$ cat config.mk
export PLATFORM = sky130hd
export DESIGN_NAME = pipeline_ctrl_flat
export DESIGN_NICKNAME = d
export VERILOG_FILES = /design/src/rtl/pipeline_ctrl_if.sv /design/src/rtl/pipeline_ctrl.sv /design/src/flat_wrapper.sv
export SDC_FILE = /design/constraint.sdc
export NUM_CORES = 1
export LEC_CHECK = 0
export ABC_CLOCK_PERIOD_IN_PS = 1400
export BUFFER_PORTS_ARGS = -buffer_cell sky130_fd_sc_hd__buf_2
export CAP_MARGIN = 20
export CORE_AREA = 2 2 39 41
export DETAILED_ROUTE_END_ITERATION = 7
export DIE_AREA = 0 0 41 43
export GPL_TIMING_DRIVEN = 0
export PLACE_DENSITY = 0.52
export SLEW_MARGIN = 10
export SYNTH_ARGS = -nofsm -noshare
export SYNTH_HDL_FRONTEND = slang
export SYNTH_SLANG_ARGS = --single-unit
$ cat constraint.sdc
create_clock -name clk -period 1.4 [get_ports clk]
set_clock_uncertainty 0.05 [all_clocks]
set_input_delay 0.21 -clock clk [delete_from_list [all_inputs] [get_ports clk]]
set_output_delay 0.21 -clock clk [all_outputs]
set_load 0.01 [all_outputs]
$ cat src/rtl/pipeline_ctrl_if.sv
// Handshake bundle between the pipeline datapath and its hazard/flush controller.
// The datapath side uses the master modport; pipeline_ctrl uses the slave modport.
interface pipeline_ctrl_if;
  logic [3:0] id_rs1;
  logic [3:0] id_rs2;
  logic       id_use_rs1;
  logic       id_use_rs2;
  logic [3:0] ex_rd;
  logic       ex_mem_read;
  logic       ex_branch_taken;
  logic       mem_busy;

  logic       pc_wr;
  logic       ifid_wr;
  logic       ifid_flush;
  logic       idex_bubble;
  logic       pipe_hold;
  logic [1:0] state;

  modport master (
    output id_rs1, id_rs2, id_use_rs1, id_use_rs2,
    output ex_rd, ex_mem_read, ex_branch_taken, mem_busy,
    input  pc_wr, ifid_wr, ifid_flush, idex_bubble, pipe_hold, state
  );

  modport slave (
    input  id_rs1, id_rs2, id_use_rs1, id_use_rs2,
    input  ex_rd, ex_mem_read, ex_branch_taken, mem_busy,
    output pc_wr, ifid_wr, ifid_flush, idex_bubble, pipe_hold, state
  );
endinterface

$ cat src/rtl/pipeline_ctrl.sv
// Pipeline hazard controller: load-use stall, branch flush and memory-busy freeze.
// Define PIPELINE_CTRL_STALL_CNT_EN to add the saturating stall_cnt output.
module pipeline_ctrl #(
  parameter int FLUSH_CYC = 1,
  parameter int CNT_W     = 16
) (
  input  logic             clk,
  input  logic             rst_n,
  pipeline_ctrl_if.slave   pif
`ifdef PIPELINE_CTRL_STALL_CNT_EN
  ,
  output logic [CNT_W-1:0] stall_cnt
`endif
);

  typedef enum logic [1:0] {
    ST_RUN        = 2'd0,
    ST_LOAD_STALL = 2'd1,
    ST_FLUSH      = 2'd2,
    ST_BAD        = 2'd3
  } state_t;

  localparam logic [2:0] FLUSH_LOAD  = 3'(FLUSH_CYC - 1);
  localparam bit         FLUSH_MULTI = (FLUSH_CYC > 1);

  state_t     state_reg;
  state_t     state_next;
  logic [2:0] fcnt_reg;
  logic [2:0] fcnt_next;

  logic       en_pc;
  logic       en_ifid;
  logic       do_flush;
  logic       do_bubble;
  logic       do_hold;

  // Load-use detection, one comparator per source operand.
  logic [3:0] src_rs  [2];
  logic       src_use [2];
  logic [1:0] src_hit;
  logic       lu;

  assign src_rs[0]  = pif.id_rs1;
  assign src_rs[1]  = pif.id_rs2;
  assign src_use[0] = pif.id_use_rs1;
  assign src_use[1] = pif.id_use_rs2;

  generate
    for (genvar gi = 0; gi < 2; gi++) begin : g_src
      assign src_hit[gi] = src_use[gi] && (src_rs[gi] == pif.ex_rd);
    end
  endgenerate

  assign lu = pif.ex_mem_read && (|src_hit);

  always_ff @(posedge clk or negedge rst_n) begin
    if (!rst_n) begin
      state_reg <= ST_RUN;
      fcnt_reg  <= '0;
    end else begin
      state_reg <= state_next;
      fcnt_reg  <= fcnt_next;
    end
  end

  always_comb begin
    state_next = state_reg;
    fcnt_next  = fcnt_reg;
    en_pc      = 1'b1;
    en_ifid    = 1'b1;
    do_flush   = 1'b0;
    do_bubble  = 1'b0;
    do_hold    = 1'b0;

    case (state_reg)
      ST_RUN, ST_LOAD_STALL: begin
        state_next = ST_RUN;
        if (pif.ex_branch_taken) begin
          do_flush   = 1'b1;
          do_bubble  = 1'b1;
          fcnt_next  = FLUSH_LOAD;
          state_next = FLUSH_MULTI ? ST_FLUSH : ST_RUN;
        end else if (lu && (state_reg == ST_RUN)) begin
          // LOAD_STALL masks lu so a single load never stalls twice.
          en_pc      = 1'b0;
          en_ifid    = 1'b0;
          do_bubble  = 1'b1;
          state_next = ST_LOAD_STALL;
        end
      end

      ST_FLUSH: begin
        do_flush = 1'b1;
        if (fcnt_reg > 3'd1) begin
          fcnt_next = fcnt_reg - 3'd1;
        end else begin
          fcnt_next  = '0;
          state_next = ST_RUN;
        end
      end

      default: begin
        // Unreachable encoding: emit NOPs and recover to RUN unconditionally.
        state_next = ST_RUN;
        fcnt_next  = '0;
        en_pc      = 1'b0;
        en_ifid    = 1'b0;
        do_flush   = 1'b1;
        do_bubble  = 1'b1;
      end
    endcase

    if (pif.mem_busy && (state_reg != ST_BAD)) begin
      state_next = state_reg;
      fcnt_next  = fcnt_reg;
      en_pc      = 1'b0;
      en_ifid    = 1'b0;
      do_flush   = 1'b0;
      do_bubble  = 1'b0;
      do_hold    = 1'b1;
    end

    // Reset overrides outputs asynchronously so the datapath loads NOPs.
    if (!rst_n) begin
      en_pc     = 1'b0;
      en_ifid   = 1'b0;
      do_flush  = 1'b1;
      do_bubble = 1'b1;
      do_hold   = 1'b0;
    end
  end

  assign pif.pc_wr       = en_pc;
  assign pif.ifid_wr     = en_ifid;
  assign pif.ifid_flush  = do_flush;
  assign pif.idex_bubble = do_bubble;
  assign pif.pipe_hold   = do_hold;
  assign pif.state       = state_reg;

`ifdef PIPELINE_CTRL_STALL_CNT_EN
  logic [CNT_W-1:0] stall_cnt_reg;

  always_ff @(posedge clk or negedge rst_n) begin
    if (!rst_n) begin
      stall_cnt_reg <= '0;
    end else if (!en_pc && (stall_cnt_reg != {CNT_W{1'b1}})) begin
      stall_cnt_reg <= stall_cnt_reg + CNT_W'(1);
    end
  end

  assign stall_cnt = stall_cnt_reg;
`else
  // CNT_W only sizes the stall counter, which is not built here.
  logic unused_cnt_w;
  assign unused_cnt_w = (CNT_W > 0);
`endif

endmodule

$ cat src/flat_wrapper.sv
// flat-port wrapper written by rule: the top's interface ports become plain ports
module pipeline_ctrl_flat 
#(
  parameter int FLUSH_CYC = 1,
  parameter int CNT_W     = 16
)
  (clk, rst_n, pif_id_rs1, pif_id_rs2, pif_id_use_rs1, pif_id_use_rs2, pif_ex_rd, pif_ex_mem_read, pif_ex_branch_taken, pif_mem_busy, pif_pc_wr, pif_ifid_wr, pif_ifid_flush, pif_idex_bubble, pif_pipe_hold, pif_state);
  pipeline_ctrl_if pif_i ();
  input  logic clk;
  input  logic rst_n;
  input wire logic [$bits(pif_i.id_rs1)-1:0] pif_id_rs1;
  input wire logic [$bits(pif_i.id_rs2)-1:0] pif_id_rs2;
  input wire logic [$bits(pif_i.id_use_rs1)-1:0] pif_id_use_rs1;
  input wire logic [$bits(pif_i.id_use_rs2)-1:0] pif_id_use_rs2;
  input wire logic [$bits(pif_i.ex_rd)-1:0] pif_ex_rd;
  input wire logic [$bits(pif_i.ex_mem_read)-1:0] pif_ex_mem_read;
  input wire logic [$bits(pif_i.ex_branch_taken)-1:0] pif_ex_branch_taken;
  input wire logic [$bits(pif_i.mem_busy)-1:0] pif_mem_busy;
  output wire logic [$bits(pif_i.pc_wr)-1:0] pif_pc_wr;
  output wire logic [$bits(pif_i.ifid_wr)-1:0] pif_ifid_wr;
  output wire logic [$bits(pif_i.ifid_flush)-1:0] pif_ifid_flush;
  output wire logic [$bits(pif_i.idex_bubble)-1:0] pif_idex_bubble;
  output wire logic [$bits(pif_i.pipe_hold)-1:0] pif_pipe_hold;
  output wire logic [$bits(pif_i.state)-1:0] pif_state;
  assign pif_i.id_rs1 = pif_id_rs1;
  assign pif_i.id_rs2 = pif_id_rs2;
  assign pif_i.id_use_rs1 = pif_id_use_rs1;
  assign pif_i.id_use_rs2 = pif_id_use_rs2;
  assign pif_i.ex_rd = pif_ex_rd;
  assign pif_i.ex_mem_read = pif_ex_mem_read;
  assign pif_i.ex_branch_taken = pif_ex_branch_taken;
  assign pif_i.mem_busy = pif_mem_busy;
  assign pif_pc_wr = pif_i.pc_wr;
  assign pif_ifid_wr = pif_i.ifid_wr;
  assign pif_ifid_flush = pif_i.ifid_flush;
  assign pif_idex_bubble = pif_i.idex_bubble;
  assign pif_pipe_hold = pif_i.pipe_hold;
  assign pif_state = pif_i.state;
  pipeline_ctrl #(.FLUSH_CYC(FLUSH_CYC), .CNT_W(CNT_W)) u_core (.clk(clk), .rst_n(rst_n), .pif(pif_i));
endmodule
==> impl_metrics.toml <==
[route]
drc = 0
drtPass1Iterations = 2
antenna_left = 0
drt-initial-drc-count = 2
routed_wl_um = 557
wire_per_inst_um = 8.19
vias_per_cell = 4.03
vias = 274

[grt]
track_usage = 0.0621
overflow = 0
grt_pass1_wl_um = 828
grt_pass1_vias = 250
antenna_found_initial = 0
grt_max_degree = 6

[power]
p_total_w = 0.000150
p_per_area_nw_per_um2 = 346
ir_worst_vdd_uv = 81.2
total_leakage_power_nw = 0.225

[layout]
n_antenna_cell = 0
stdcell_area_um2 = 433
largest_register_ffs = 1
area_delta_synth_final_pct = 110
fin_nets = 73
drive_above_1_share = 0.635
final_core_util = 0.313

[critical_path]
worst-r2r-cell-count = 2
cp_max_fo = 2
crit_arrival_ps = 1160
r2r_end = "u_core.pif.state[0]"
r2r_setup_slack_ps = 430
endpoint_kind = "primary output"
critPathKind = "input port to primary output"
r2r-start = "u_core.pif.state[0]"
cp_data_required_time_ps = 1140
start_kind = "input port"

[timing]
hold-worst-slack_ps = 464
fmax_ghz = 0.706
setup_viol_count_final = 1
drv_slew = 0
post-route-min-period_ps = 1420
grt_setup_unrepaired = "true"
post-route-period-util = 1.01
hold_violations = 0
fin_ws_ps = -15.8

[placed_design]
portBuffers = 24
place_ws_ps = -145
place_area_um2 = 347
gp_congestion = 0.539

[floorplanning]
fp.dieW_um = 41
die_area_um2 = 1760
start_util = 0.149
top_level_ports = 26
core-area_um2 = 1380
rows = 14
die_y_um = 43

[clock_tree]
clkLatencyLatePin_ps = 0
clk_pin_slew_ps = 0

[logic_synthesis]
synth-seq-cells = 1
synth_area_um2 = 206
synth.top_cell.area_share = 0.339
post-synth-top-count-cell = "xnor2_1"
synth_cell_types = 14
synthArstFlopShare = 1.00
synthTopCellsByCount = "8 x xnor2_1, 3 x inv_1, 3 x nand2_1, 2 x buf_4, 2 x nand3_1"
syn-num-nets = 46
yosys_warnings = 0
synth_top_area_cell = "xnor2_1"
avgSynthCellArea_um2 = 7.65
seq_area_frac_synth = 0.121
synth_flop_cell = "dfrtp_1"
synthTopCellsByArea = "xnor2_1 34%, dfrtp_1 12%, buf_4 7.3%, o22ai_2 6.1%, inv_1 5.5%"
synth-edff-count = 0
synthCells = 27

[min_path]
min_path_cells = 2
hp-class = "input port to flip-flop"
whs_endpoint = "u_core.pif.state[0]"
hp-start = "pif_mem_busy"

[run]
cap_violations = 0

[outcome]
violations = "negative setup slack"
outcome = "complete, but fails checks"
[worst max-delay path: stages]
cell	delay, ps
buf_6	100
xnor2_1	150
nand3_1	110
o22ai_2	160
buf_4	150
a41o_1	150
buf_2	120
[metal layers]
layer	up-vias	GRT usage	part of all wire
met4	0	0	0
met1	117	0.0669	0.35
met5	-	0	0
met3	0	0	0.11
met2	17	0.128	0.54
li1	140	-	-
[power by group]
group          internal [W]  switching (W)   total, W
combinational     0.0000718      0.0000475   0.000119
clock                     0              0          0
sequential        0.0000300    0.000000533  0.0000305
total              0.000102      0.0000480   0.000150
[final cells by class]
class	count	area, um^2
flip-flops and latches	1	25.0
repair buffers	26	169
inverters	3	11.3
well taps	16	20.0
multi-input cells	21	200
fillers	144	951
plain buffers	1	7.51
[cells in the final DEF (no fill, tap or decap), types with 2 or more instances in the layout]
cell,count
buf_6,5
buf_4,2
nand2_1,3
xnor2_2,5
nand3_1,2
buf_2,19
inv_1,3
xnor2_1,3
[repair_timing]
item                       4_1_cts  5_1_grt
setup buffers                    1        0
hold endpoints to repair         1        0
setup endpoints to repair        3        2
hold buffers                     1        0
resized for setup               10        2
pin swaps                        8        1
[kinds of logic (layout without fill, tap and decap cells)]
| family | count (synthesis) | after routing | share of synthesized area |
|---|---|---|---|
| AO/OA/AOI/OAI | 5 | 5 | 0.218 |
| XOR/XNOR | 8 | 8 | 0.339 |
| buffers and inverters | 5 | 30 | 0.127 |
| flip-flops | 1 | 1 | 0.121 |
| other | 1 | 1 | 0.0182 |
| AND/OR/NAND/NOR | 7 | 7 | 0.176 |
[stage by stage]
stage,instances,setup TNS [ps]
global placement,67,-154
CTS,69,-67.6
finish,68,-15.8
floorplan,27,0
detailed placement,67,-178
global route,68,-99.8
[worst max-delay path by stage]
stage,from,slack [ps],cells after the start,end
global route,pif_id_rs2[0],-100,7,pif_idex_bubble
floorplan,pif_ex_rd[3],100,5,pif_pc_wr
global placement,pif_ex_rd[3],-130,7,pif_pc_wr
finish,pif_ex_rd[3],-20,7,pif_idex_bubble
detailed placement,pif_ex_rd[3],-140,7,pif_pc_wr
CTS,pif_id_rs2[0],-40,7,pif_idex_bubble
No activity file was read; power rests on OpenSTA's default activity.
